$ cat src/rtl/exe_stage_mc.sv
`default_nettype none
// ==== exe_stage_mc : registered execute stage (Val2, ALU, flags, branch adder, iterative MUL) -- rev 1.0 ====
module exe_stage_mc #(
  parameter int WIDTH    = 32,
  parameter int MUL_STEP = 2,
  parameter int BR_SHIFT = 2
) (
  input  logic             clk,
  input  logic             rst,
  input  logic             in_valid,
  output logic             in_ready,
  input  logic             flush,
  input  logic [WIDTH-1:0] pc_in,
  input  logic [3:0]       EXE_CMD,
  input  logic             MEM_R_EN,
  input  logic             MEM_W_EN,
  input  logic             S,
  input  logic             imm,
  input  logic             WB_EN,
  input  logic             B,
  input  logic [3:0]       Dest,
  input  logic [WIDTH-1:0] Val_Rn,
  input  logic [WIDTH-1:0] Val_Rm,
  input  logic [11:0]      Shift_operand,
  input  logic [23:0]      Signed_imm_24,
  output logic             out_valid,
  output logic [WIDTH-1:0] out_res,
  output logic [WIDTH-1:0] out_store_data,
  output logic             out_mem_r,
  output logic             out_mem_w,
  output logic             out_wb_en,
  output logic [3:0]       out_dest,
  output logic [3:0]       statusRegs,
  output logic             branch_taken,
  output logic [WIDTH-1:0] new_branch_addr
);

  localparam int STEPS = WIDTH / MUL_STEP;
  localparam int CNT_W = (STEPS > 1) ? $clog2(STEPS) : 1;
  localparam logic [CNT_W-1:0] C_LAST = CNT_W'(STEPS - 1);

  localparam logic [3:0] C_MOV = 4'b0001;
  localparam logic [3:0] C_MVN = 4'b1001;
  localparam logic [3:0] C_ADD = 4'b0010;
  localparam logic [3:0] C_ADC = 4'b0011;
  localparam logic [3:0] C_SUB = 4'b0100;
  localparam logic [3:0] C_SBC = 4'b0101;
  localparam logic [3:0] C_AND = 4'b0110;
  localparam logic [3:0] C_ORR = 4'b0111;
  localparam logic [3:0] C_EOR = 4'b1000;
  localparam logic [3:0] C_MUL = 4'b1010;

  typedef enum logic [0:0] {IDLE = 1'b0, MUL_BUSY = 1'b1} state_t;
  state_t r_state;

  function automatic logic [WIDTH-1:0] ror(input logic [WIDTH-1:0] x, input int unsigned amt);
    logic [2*WIDTH-1:0] d;
    d = {x, x} >> (amt % 32'(WIDTH));
    return d[WIDTH-1:0];
  endfunction

  logic [WIDTH-1:0] w_val2, w_rm_sh, w_imm8;
  logic [4:0]       w_sh_amt;

  always_comb begin
    w_imm8   = {{(WIDTH-8){1'b0}}, Shift_operand[7:0]};
    w_sh_amt = Shift_operand[11:7];
    case (Shift_operand[6:5])
      2'b00:   w_rm_sh = Val_Rm << w_sh_amt;
      2'b01:   w_rm_sh = Val_Rm >> w_sh_amt;
      2'b10:   w_rm_sh = $unsigned($signed(Val_Rm) >>> w_sh_amt);
      default: w_rm_sh = ror(Val_Rm, 32'(w_sh_amt));
    endcase
    if (MEM_R_EN | MEM_W_EN)
      w_val2 = {{(WIDTH-12){1'b0}}, Shift_operand};
    else if (imm)
      w_val2 = ror(w_imm8, 32'({Shift_operand[11:8], 1'b0}));
    else
      w_val2 = w_rm_sh;
  end

  logic [WIDTH:0]   w_sum;
  logic [WIDTH-1:0] w_res;
  logic             w_c, w_v;

  always_comb begin
    w_sum = '0;
    w_res = '0;
    w_c   = statusRegs[1];
    w_v   = statusRegs[0];
    case (EXE_CMD)
      C_MOV: w_res = w_val2;
      C_MVN: w_res = ~w_val2;
      C_ADD, C_ADC: begin
        w_sum = {1'b0, Val_Rn} + {1'b0, w_val2}
              + {{WIDTH{1'b0}}, (EXE_CMD == C_ADC) & statusRegs[1]};
        w_res = w_sum[WIDTH-1:0];
        w_c   = w_sum[WIDTH];
        w_v   = (Val_Rn[WIDTH-1] == w_val2[WIDTH-1]) && (w_res[WIDTH-1] != Val_Rn[WIDTH-1]);
      end
      C_SUB, C_SBC: begin
        // C is the inverted borrow out of the (WIDTH+1)-bit difference
        w_sum = {1'b0, Val_Rn} - {1'b0, w_val2}
              - {{WIDTH{1'b0}}, (EXE_CMD == C_SBC) & ~statusRegs[1]};
        w_res = w_sum[WIDTH-1:0];
        w_c   = ~w_sum[WIDTH];
        w_v   = (Val_Rn[WIDTH-1] != w_val2[WIDTH-1]) && (w_res[WIDTH-1] != Val_Rn[WIDTH-1]);
      end
      C_AND: w_res = Val_Rn & w_val2;
      C_ORR: w_res = Val_Rn | w_val2;
      C_EOR: w_res = Val_Rn ^ w_val2;
      default: w_res = '0;
    endcase
  end

  logic [WIDTH-1:0] w_off, w_br_addr;

  generate
    if (WIDTH >= 24) begin : g_off_wide
      assign w_off = {{(WIDTH-24){Signed_imm_24[23]}}, Signed_imm_24};
    end else begin : g_off_narrow
      assign w_off = Signed_imm_24[WIDTH-1:0];
    end
  endgenerate

  assign w_br_addr = pc_in + (w_off << BR_SHIFT);

  logic [WIDTH-1:0] r_mcand, r_mplier, r_acc, w_pp, w_acc_next;
  logic [CNT_W-1:0] r_cnt;

  // Shift-add over MUL_STEP multiplier bits per cycle; only the low WIDTH product bits are kept
  always_comb begin
    w_pp = '0;
    for (int j = 0; j < MUL_STEP; j++)
      if (r_mplier[j]) w_pp = w_pp + (r_mcand << j);
    w_acc_next = r_acc + w_pp;
  end

  logic [WIDTH-1:0] r_p_store, r_p_br;
  logic [3:0]       r_p_dest;
  logic             r_p_wb, r_p_mr, r_p_mw, r_p_b, r_p_s;
  logic             w_accept;

  assign in_ready = (r_state == IDLE);
  assign w_accept = in_valid & in_ready & ~flush;

  always_ff @(posedge clk) begin
    if (!rst) begin
      r_state         <= IDLE;
      out_valid       <= 1'b0;
      out_res         <= '0;
      out_store_data  <= '0;
      out_mem_r       <= 1'b0;
      out_mem_w       <= 1'b0;
      out_wb_en       <= 1'b0;
      out_dest        <= '0;
      statusRegs      <= '0;
      branch_taken    <= 1'b0;
      new_branch_addr <= '0;
      r_mcand         <= '0;
      r_mplier        <= '0;
      r_acc           <= '0;
      r_cnt           <= '0;
      r_p_store       <= '0;
      r_p_br          <= '0;
      r_p_dest        <= '0;
      r_p_wb          <= 1'b0;
      r_p_mr          <= 1'b0;
      r_p_mw          <= 1'b0;
      r_p_b           <= 1'b0;
      r_p_s           <= 1'b0;
    end else begin
      out_valid <= 1'b0;
      case (r_state)
        IDLE: begin
          if (w_accept && EXE_CMD == C_MUL) begin
            r_state   <= MUL_BUSY;
            r_cnt     <= '0;
            r_acc     <= '0;
            r_mcand   <= Val_Rn;
            r_mplier  <= w_val2;
            r_p_store <= Val_Rm;
            r_p_br    <= w_br_addr;
            r_p_dest  <= Dest;
            r_p_wb    <= WB_EN;
            r_p_mr    <= MEM_R_EN;
            r_p_mw    <= MEM_W_EN;
            r_p_b     <= B;
            r_p_s     <= S;
          end else if (w_accept) begin
            out_valid       <= 1'b1;
            out_res         <= w_res;
            out_store_data  <= Val_Rm;
            out_mem_r       <= MEM_R_EN;
            out_mem_w       <= MEM_W_EN;
            out_wb_en       <= WB_EN;
            out_dest        <= Dest;
            branch_taken    <= B;
            new_branch_addr <= w_br_addr;
            if (S) statusRegs <= {w_res[WIDTH-1], (w_res == '0), w_c, w_v};
          end
        end
        MUL_BUSY: begin
          if (flush) begin
            r_state <= IDLE;
          end else begin
            r_acc    <= w_acc_next;
            r_mcand  <= r_mcand << MUL_STEP;
            r_mplier <= r_mplier >> MUL_STEP;
            r_cnt    <= r_cnt + CNT_W'(1);
            if (r_cnt == C_LAST) begin
              r_state         <= IDLE;
              out_valid       <= 1'b1;
              out_res         <= w_acc_next;
              out_store_data  <= r_p_store;
              out_mem_r       <= r_p_mr;
              out_mem_w       <= r_p_mw;
              out_wb_en       <= r_p_wb;
              out_dest        <= r_p_dest;
              branch_taken    <= r_p_b;
              new_branch_addr <= r_p_br;
              if (r_p_s) statusRegs[3:2] <= {w_acc_next[WIDTH-1], (w_acc_next == '0)};
            end
          end
        end
        default: r_state <= IDLE;
      endcase
    end
  end

endmodule
`default_nettype wire
$ cat config.mk
export PLATFORM = sky130hd
export DESIGN_NAME = exe_stage_mc
export DESIGN_NICKNAME = d
export VERILOG_FILES = /design/src/rtl/exe_stage_mc.sv
export SDC_FILE = /design/constraint.sdc
export NUM_CORES = 1
export LEC_CHECK = 0
export ABC_CLOCK_PERIOD_IN_PS = 7500
export BUFFER_PORTS_ARGS = -buffer_cell sky130_fd_sc_hd__buf_2
export CORE_MARGIN = 5
export CORE_UTILIZATION = 35
export DETAILED_ROUTE_END_ITERATION = 10
export GPL_TIMING_DRIVEN = 0
export PLACE_DENSITY = 0.58
export SYNTH_ARGS = -nofsm -noshare
export SYNTH_HDL_FRONTEND = slang
export SYNTH_SLANG_ARGS = --single-unit
$ cat constraint.sdc
create_clock -name clk -period 7.5 [get_ports clk]
set_input_delay 1.5 -clock clk [delete_from_list [all_inputs] [get_ports clk]]
set_output_delay 1.5 -clock clk [all_outputs]
set_load 0.1 [all_outputs]
==> results of run 1 <==
through the flow:
step                      cells  hold slack, ps  worst slack, ps  utilization (%)
after global routing       5140             462            -92.5             40.6
after global placement     5078             438            -3050             38.6
final                      5140             448             8.59             40.6
after detailed placement   5082             443            -2380             38.7
after floorplan            3767             431              626                -
after CTS                  5137             452            -48.7             40.3
layer usage:
| metal | wire length (µm) | share of wire, % | GRT usage [%] |
|---|---|---|---|
| met5 | 19 | 0.013 | 0 |
| met2 | 64000 | 43 | 50.1 |
| met3 | 14000 | 9.4 | 5.38 |
| met1 | 62200 | 42 | 44.4 |
| met4 | 8070 | 5.4 | 13.6 |
cell families (layout without fill, tap and decap cells):
group | count (synthesis) | count (layout)
xor gates and xnor gates | 117 | 117
adders and majority gates | 223 | 223
DFF | 283 | 283
muxes | 264 | 264
AOI/OAI and AO/OA | 1182 | 1182
and+or+nand+nor | 1260 | 1260
buffers and inverters | 438 | 751
flip-flops by register name (all words and copies together) (netlist names), 4 cells and up:
| register | count |
|---|---|
| new_branch_addr | 32 |
| out_dest | 4 |
| out_res | 32 |
| out_store_data | 32 |
| r_acc | 32 |
| r_cnt | 4 |
| r_mcand | 32 |
| r_mplier | 32 |
| r_p_br | 32 |
| r_p_dest | 4 |
| r_p_store | 32 |
| statusRegs | 4 |
worst max-delay path, delay by kind of cell:
kind	cells	cell delay [ps]
buf+inv	3	970
fa+ha+maj	2	700
simple gates	8	1930
compound gates	8	2720
xor+xnor	1	200
power groups by stage:
stage	registers, W	logic [W]	clock network [W]
2_1_floorplan	0.00188	0.00103	0
4_1_cts	0.00158	0.00201	0.00154
5_1_grt	0.00159	0.00218	0.00160
3_3_place_gp	0.00161	0.00197	0
6_report	0.00158	0.00210	0.00153
3_5_place_dp	0.00161	0.00196	0
placed cells by master (no fill, tap or decap), types with 25 or more instances in the layout:
cell type / instances
a21oi_1: 308
or3_1: 25
o21ai_0: 207
nor3_1: 50
clkbuf_1: 165
mux2i_1: 116
nor2b_1: 25
nand3_1: 82
a31oi_1: 25
a221oi_1: 29
clkbuf_2: 27
o211ai_1: 103
o21a_1: 26
a211oi_1: 89
o22ai_1: 31
xor2_1: 37
ha_1: 217
nand2b_1: 37
nor2_1: 392
mux4_2: 63
a22oi_1: 36
clkbuf_16: 30
a21o_1: 74
dfxtp_1: 283
nand2_1: 467
and2_1: 52
xnor2_1: 79
inv_1: 165
mux2_2: 70
buf_2: 270
path summary, 6_finish.rpt:
kind                                               start  depth (start not counted)                         end  slack, ps
worst max-delay path                    Shift_operand[5]                         22  statusRegs[2]$_SDFFE_PN0P_          9
worst min-delay path            out_res[16]$_SDFFE_PN0P_                          2    out_res[16]$_SDFFE_PN0P_        450
worst max register to register  r_mplier[0]$_SDFFE_PN0P_                         29  statusRegs[2]$_SDFFE_PN0P_        540
worst min register to register  out_res[16]$_SDFFE_PN0P_                          2    out_res[16]$_SDFFE_PN0P_        450
area by class of cell:
cell class                      count  area, µm²  share of cell area, %
Multi-Input combinational cell   3046      21500                   65.5
Sequential cell                   283       5670                   17.3
Timing Repair Buffer              264       1350                   4.13
Tap cell                         1060       1330                   4.05
Buffer                            265       1300                   3.97
Clock buffer                       41        872                   2.66
Inverter                          170        642                   1.96
Clock inverter                     11        126                  0.386
cell usage after synthesis, types with 25 or more instances:
cell type | count | area [µm²]
nand2_1 | 467 | 1750
nor2b_1 | 25 | 156
a31oi_1 | 28 | 175
nor2_1 | 396 | 1490
xor2_1 | 38 | 333
buf_1 | 28 | 105
o21ai_0 | 213 | 1070
dfxtp_1 | 283 | 5670
nor3_1 | 54 | 270
clkbuf_1 | 194 | 728
ha_1 | 217 | 2720
o21a_1 | 26 | 195
xnor2_1 | 79 | 692
mux2i_1 | 122 | 1220
a211oi_1 | 99 | 743
o211ai_1 | 103 | 773
and2_1 | 52 | 325
o22ai_1 | 31 | 194
mux4_2 | 63 | 1420
nand2b_1 | 37 | 231
mux2_2 | 70 | 788
nand3_1 | 82 | 410
inv_1 | 165 | 619
a21o_1 | 74 | 556
a221oi_1 | 32 | 280
or3_1 | 25 | 156
a22oi_1 | 36 | 270
a21oi_1 | 312 | 1560
repair_timing:
item,CTS,global route
pin swaps,2,14
resized for setup,85,70
setup endpoints to repair,29,16
buffers inserted,3,6
hold endpoints to repair,0,0
==> results.py, run 1 <==
metrics = {
    "logic_synthesis": {
        "synth_enable_flop_cells": 0,
        "synth.yosys.warnings": 0,
        "synth_ff_type": "dfxtp_1",
        "ys_ff_latch": 283,
        "synthesis.area_mm2": 0.0285,
        "async_reset_ff_share_pct": 0,
        "synth_compound_area_share_pct": 27.6,
        "syn_inst": 3767,
        "synth-xor-area-share_pct": 3.59,
        "yosys.area_share.simple_pct": 19.8,
        "postSynthAreaPerCell_um2": 7.58,
        "synthMuxAreaShare_pct": 12.7,
        "synth_fa_ha_area_share_pct": 9.93,
        "syn_nets": 4140,
        "ys_types": 101,
        "yosysSeqAreaShare_pct": 19.8,
        "synth_top_family_by_area": "compound AO/OA/AOI/OAI gates",
    },
    "run_status": {
        "status": "finished, final reports clean",
    },
    "timing": {
        "finalSetupViolCount": 0,
        "clock.fmax_mhz": 133,
        "fin_crit_ps": 7490,
        "fin_crit_sh_pct": 99.9,
        "rsz0062_at_grt": "true",
        "max-slew-margin-rel_pct": 7.05,
        "tightest_slew_ps": 1380,
        "setup_tns_ps": 0,
        "skew_ps": 15.4,
        "hold_violations": 0,
        "maxSlewViolCount": 0,
    },
    "clock_network": {
        "h-tree-depth": 1,
        "cts_root_buf": "clkbuf_16",
        "path_clk_slew_ps": 70,
        "clockBufferDepth": 3,
        "cts_sinks": 283,
        "ctsHoldBuffers": 0,
        "clkLatencyLatePin_ps": 600,
        "cts_made_buffers": 30,
        "cts_tree": "yes",
    },
    "route": {
        "drc_errors": 0,
        "ant_nets": 0,
        "via_count": 32100,
        "drt_iter0_markers": 3716,
        "via_per_inst": 6.25,
        "avgRoutedWirePerCell_um": 28.9,
        "wirelength_um": 148000,
        "dr.pass1.iters": 6,
    },
    "final_layout": {
        "nets": 4433,
        "syn2layout_area_growth_pct": 14.8,
        "n_fill_cell": 8581,
        "drive_gt1_share_pct": 15.7,
        "final_area_mm2": 0.0328,
        "diodes": 0,
    },
    "die": {
        "rows": 104,
        "die_w_um": 296,
        "io_pins": 260,
        "core_mm2": 0.0807,
        "dieArea_mm2": 0.0874,
        "initial_core_util_pct": 35.4,
        "die_y_um": 296,
    },
    "grt": {
        "antenna_found_initial": 5,
        "grt_pass1_vias": 30100,
        "grtUsageTotal_pct": 32.2,
        "overflow": 0,
        "grt_pass1_wl_um": 212000,
        "grt_max_degree": 17,
    },
    "placement": {
        "gp_congestion": 1.03,
        "placed_area_mm2": 0.0312,
        "dp_hpwl_um": 118000,
        "io_buffers": 251,
    },
    "min_path": {
        "min_path_type": "reg2reg",
    },
    "worst_setup_path": {
        "critPathMaxStageDelay_ps": 690,
        "end_kind": "register",
        "critPathSlowestCell": "o41ai_2",
        "path_cells": "buf_2 -> nand2b_1 -> clkbuf_1 -> nand3_1 -> o21a_1 -> o2111a_1 -> o41ai_2 -> nand2_1 -> ha_1 -> ha_1 -> clkbuf_1 -> a21oi_1 -> and3_1 -> a211oi_2 -> a21o_1 -> a31oi_1 -> xnor2_1 -> a221oi_4 -> nand4_1 -> nor4_2 -> nand2_1 -> nand3_1",
        "crit_type": "in2reg",
        "start_kind": "input pin",
        "worstPathMaxFanout": 10,
        "cp.arrival_ps": 8030,
        "cp.required_ps": 8040,
    },
    "power": {
        "p_switching_w": 0.00218,
        "p_leak_nw": 13.4,
        "pwr-share-seq_pct": 30.4,
        "p_sw_share_pct": 41.9,
        "internal_power_w": 0.00303,
        "vdd_drop_max_v": 0.000218,
        "p_total_w": 0.00521,
        "p_per_area_mw_per_mm2": 159,
        "power_frac_comb_pct": 40.3,
        "power.share.clock_pct": 29.4,
    },
    "run": {
        "maxCapViolCount": 0,
    },
}
(Power assumes the default switching activity.)
==> run 2, diff against run 1 <==
--- a/config.mk
+++ b/config.mk
@@ -5,9 +5,9 @@
 export SDC_FILE = /design/constraint.sdc
 export NUM_CORES = 1
 export LEC_CHECK = 0
+export ABC_AREA = 1
 export ABC_CLOCK_PERIOD_IN_PS = 7500
 export BUFFER_PORTS_ARGS = -buffer_cell sky130_fd_sc_hd__buf_2
-export CORE_MARGIN = 5
 export CORE_UTILIZATION = 35
 export DETAILED_ROUTE_END_ITERATION = 10
 export GPL_TIMING_DRIVEN = 0
==> results.py, run 2 <==
metrics = {
    "run_status": {
        "status": "finished, violations left",
        "violations": "max-capacitance violations, max-slew violations",
    },
    "clock_network": {
        "path_clk_slew_ps": 60,
        "ctsHoldBuffers": 0,
        "clkLatencyLatePin_ps": 580,
        "cts_tree": "yes",
        "cts_made_buffers": 35,
        "ctsResizeCount": 0,
        "h-tree-depth": 2,
        "clockBufferDepth": 3,
        "cts_root_buf": "clkbuf_16",
        "cts_sinks": 283,
        "post_cts_buffers": 0,
    },
    "route": {
        "via_count": 34900,
        "drt_iter0_markers": 4000,
        "wirelength_um": 148000,
        "ant_nets": 0,
        "drc_errors": 0,
        "dr.pass1.iters": 9,
        "avgRoutedWirePerCell_um": 24.5,
        "via_per_inst": 5.77,
    },
    "timing": {
        "fin_crit_sh_pct": 95.7,
        "clock.fmax_mhz": 139,
        "maxSlewViolCount": 9,
        "skew_ps": 20.2,
        "setup_tns_ps": 0,
        "fin_crit_ps": 7180,
        "max-slew-margin-rel_pct": -3.44,
        "rsz0062_at_grt": "false",
        "tightest_slew_ps": 1550,
        "finalSetupViolCount": 0,
        "hold_violations": 0,
    },
    "placement": {
        "io_buffers": 252,
        "dpl.cell_count": 5977,
        "dp_hpwl_um": 120000,
        "placed_area_mm2": 0.0304,
        "gp_congestion": 1.05,
    },
    "final_layout": {
        "final_common_cell": "nand2_1",
        "final_cell_mix": "1242 x nand2_1, 638 x nand3_1, 402 x inv_1, 390 x a21oi_1, 349 x o21ai_0",
        "finalNonFillerCells": 6038,
        "final_area_mm2": 0.0316,
        "drive_gt1_share_pct": 9.59,
        "nets": 5337,
        "syn2layout_area_growth_pct": 13.3,
    },
    "run": {
        "maxCapViolCount": 1,
    },
    "power": {
        "p_leak_nw": 15.3,
        "vdd_drop_max_v": 0.000124,
        "p_per_area_mw_per_mm2": 169,
    },
    "die": {
        "initial_core_util_pct": 35.3,
        "dieArea_mm2": 0.0808,
        "rows": 103,
        "core_mm2": 0.0789,
        "io_pins": 260,
        "die_w_um": 284,
        "die_y_um": 284,
    },
    "logic_synthesis": {
        "postSynthAreaPerCell_um2": 5.96,
        "synth_enable_flop_cells": 0,
        "async_reset_ff_share_pct": 0,
        "ys_ff_latch": 283,
        "syn_nets": 5048,
        "synth.yosys.warnings": 0,
        "synth_top_area_share_pct": 20.3,
        "synthesis.area_mm2": 0.0279,
        "syn_inst": 4675,
        "synth_common_cells": "1242 x nand2_1, 638 x nand3_1, 402 x inv_1, 390 x a21oi_1, 349 x o21ai_0",
        "synth_area_leaders": "dfxtp_1 20%, nand2_1 17%, nand3_1 11%",
        "ys_types": 60,
        "synth_ff_type": "dfxtp_1",
        "yosysSeqAreaShare_pct": 20.3,
        "synth_top_area_cell": "dfxtp_1",
        "synth.most_common_cell": "nand2_1",
    },
    "grt": {
        "grt_max_degree": 13,
        "overflow": 0,
        "grtUsageTotal_pct": 35.3,
        "grt_pass1_vias": 32400,
        "antenna_found_initial": 7,
        "grt_pass1_wl_um": 214000,
    },
    "min_path": {
        "min_path_type": "reg2reg",
    },
    "worst_setup_path": {
        "cp.arrival_ps": 7650,
        "worstPathMaxFanout": 9,
        "start_kind": "input pin",
        "path_common_cell": "nand2_1",
        "crit_type": "in2reg",
        "critPathSlowestCell": "nor2_1",
        "cp.required_ps": 7980,
        "critPathMaxStageDelay_ps": 780,
        "end_kind": "register",
    },
}
## run 2: final timing paths
kind	startpoint	end	slack [ps]	depth (start not counted)
worst max-delay path	Shift_operand[5]	statusRegs[2]$_SDFFE_PN0P_	320	37
worst min-delay path	r_p_store[8]$_SDFFE_PN0P_	r_p_store[8]$_SDFFE_PN0P_	440	2
worst max register to register	r_mplier[0]$_SDFFE_PN0P_	out_res[31]$_SDFFE_PN0P_	1290	31
worst min register to register	r_p_store[8]$_SDFFE_PN0P_	r_p_store[8]$_SDFFE_PN0P_	440	2
## run 2: where the power goes
group	internal [W]	switching, W	leakage, nW
combinational	0.000488	0.00152	12.4
sequential	0.00155	0.0000353	2.30
clock	0.000992	0.000735	0.549
total	0.00304	0.00229	15.3
## run 2: layout make-up
cell class	instances	area [µm²]
inverter	427	1610
timing repair buffer	252	1260
clock inverter	11	134
clock buffer	48	985
fill	8996	47300
tap	1050	1310
antenna	2	5.00
buffer	228	1030
multi-input combinational	3737	19600
sequential	283	5670
## run 2: metrics by stage
step	setup WS (ps)	utilization, %	hold slack (ps)	total power (W)
final	323	40.0	445	0.00533
after global routing	51.7	40.0	462	0.00553
after CTS	623	40.0	446	0.00529
after detailed placement	47.0	38.6	432	0.00357
after global placement	66.8	38.6	429	0.00358
after floorplan	2010	-	419	0.00291
## run 2: logic make-up (layout without fill, tap and decap cells)
kind of cell | count (synthesis) | after routing | synth area share, %
AND/OR/NAND/NOR | 2402 | 2402 | 36.9
AO/OA/AOI/OAI | 1033 | 1033 | 20.6
buffers and inverters | 655 | 966 | 9.46
flip-flops | 283 | 283 | 20.3
adder cells (fa/ha/maj) | 223 | 223 | 10.2
XOR/XNOR | 78 | 78 | 2.45
multiplexers | 1 | 1 | 0.0359
other | 0 | 2 | 0
## run 2: critical path, delay by kind of cell
kind	cells	cell delay (ps)
xor+xnor	1	140
compound gates	2	740
buf+inv	7	760
simple gates	24	3580
fa+ha+maj	3	910
## run 2: metal layers
layer  vias to the layer above  part of all wire [%]  track usage, %
met3                       378                   8.6            5.34
li1                      16400                     -               -
met5                         -                 0.041               0
met4                        10                   6.0            18.2
met1                     16400                    42            46.3
met2                      1736                    43            55.6
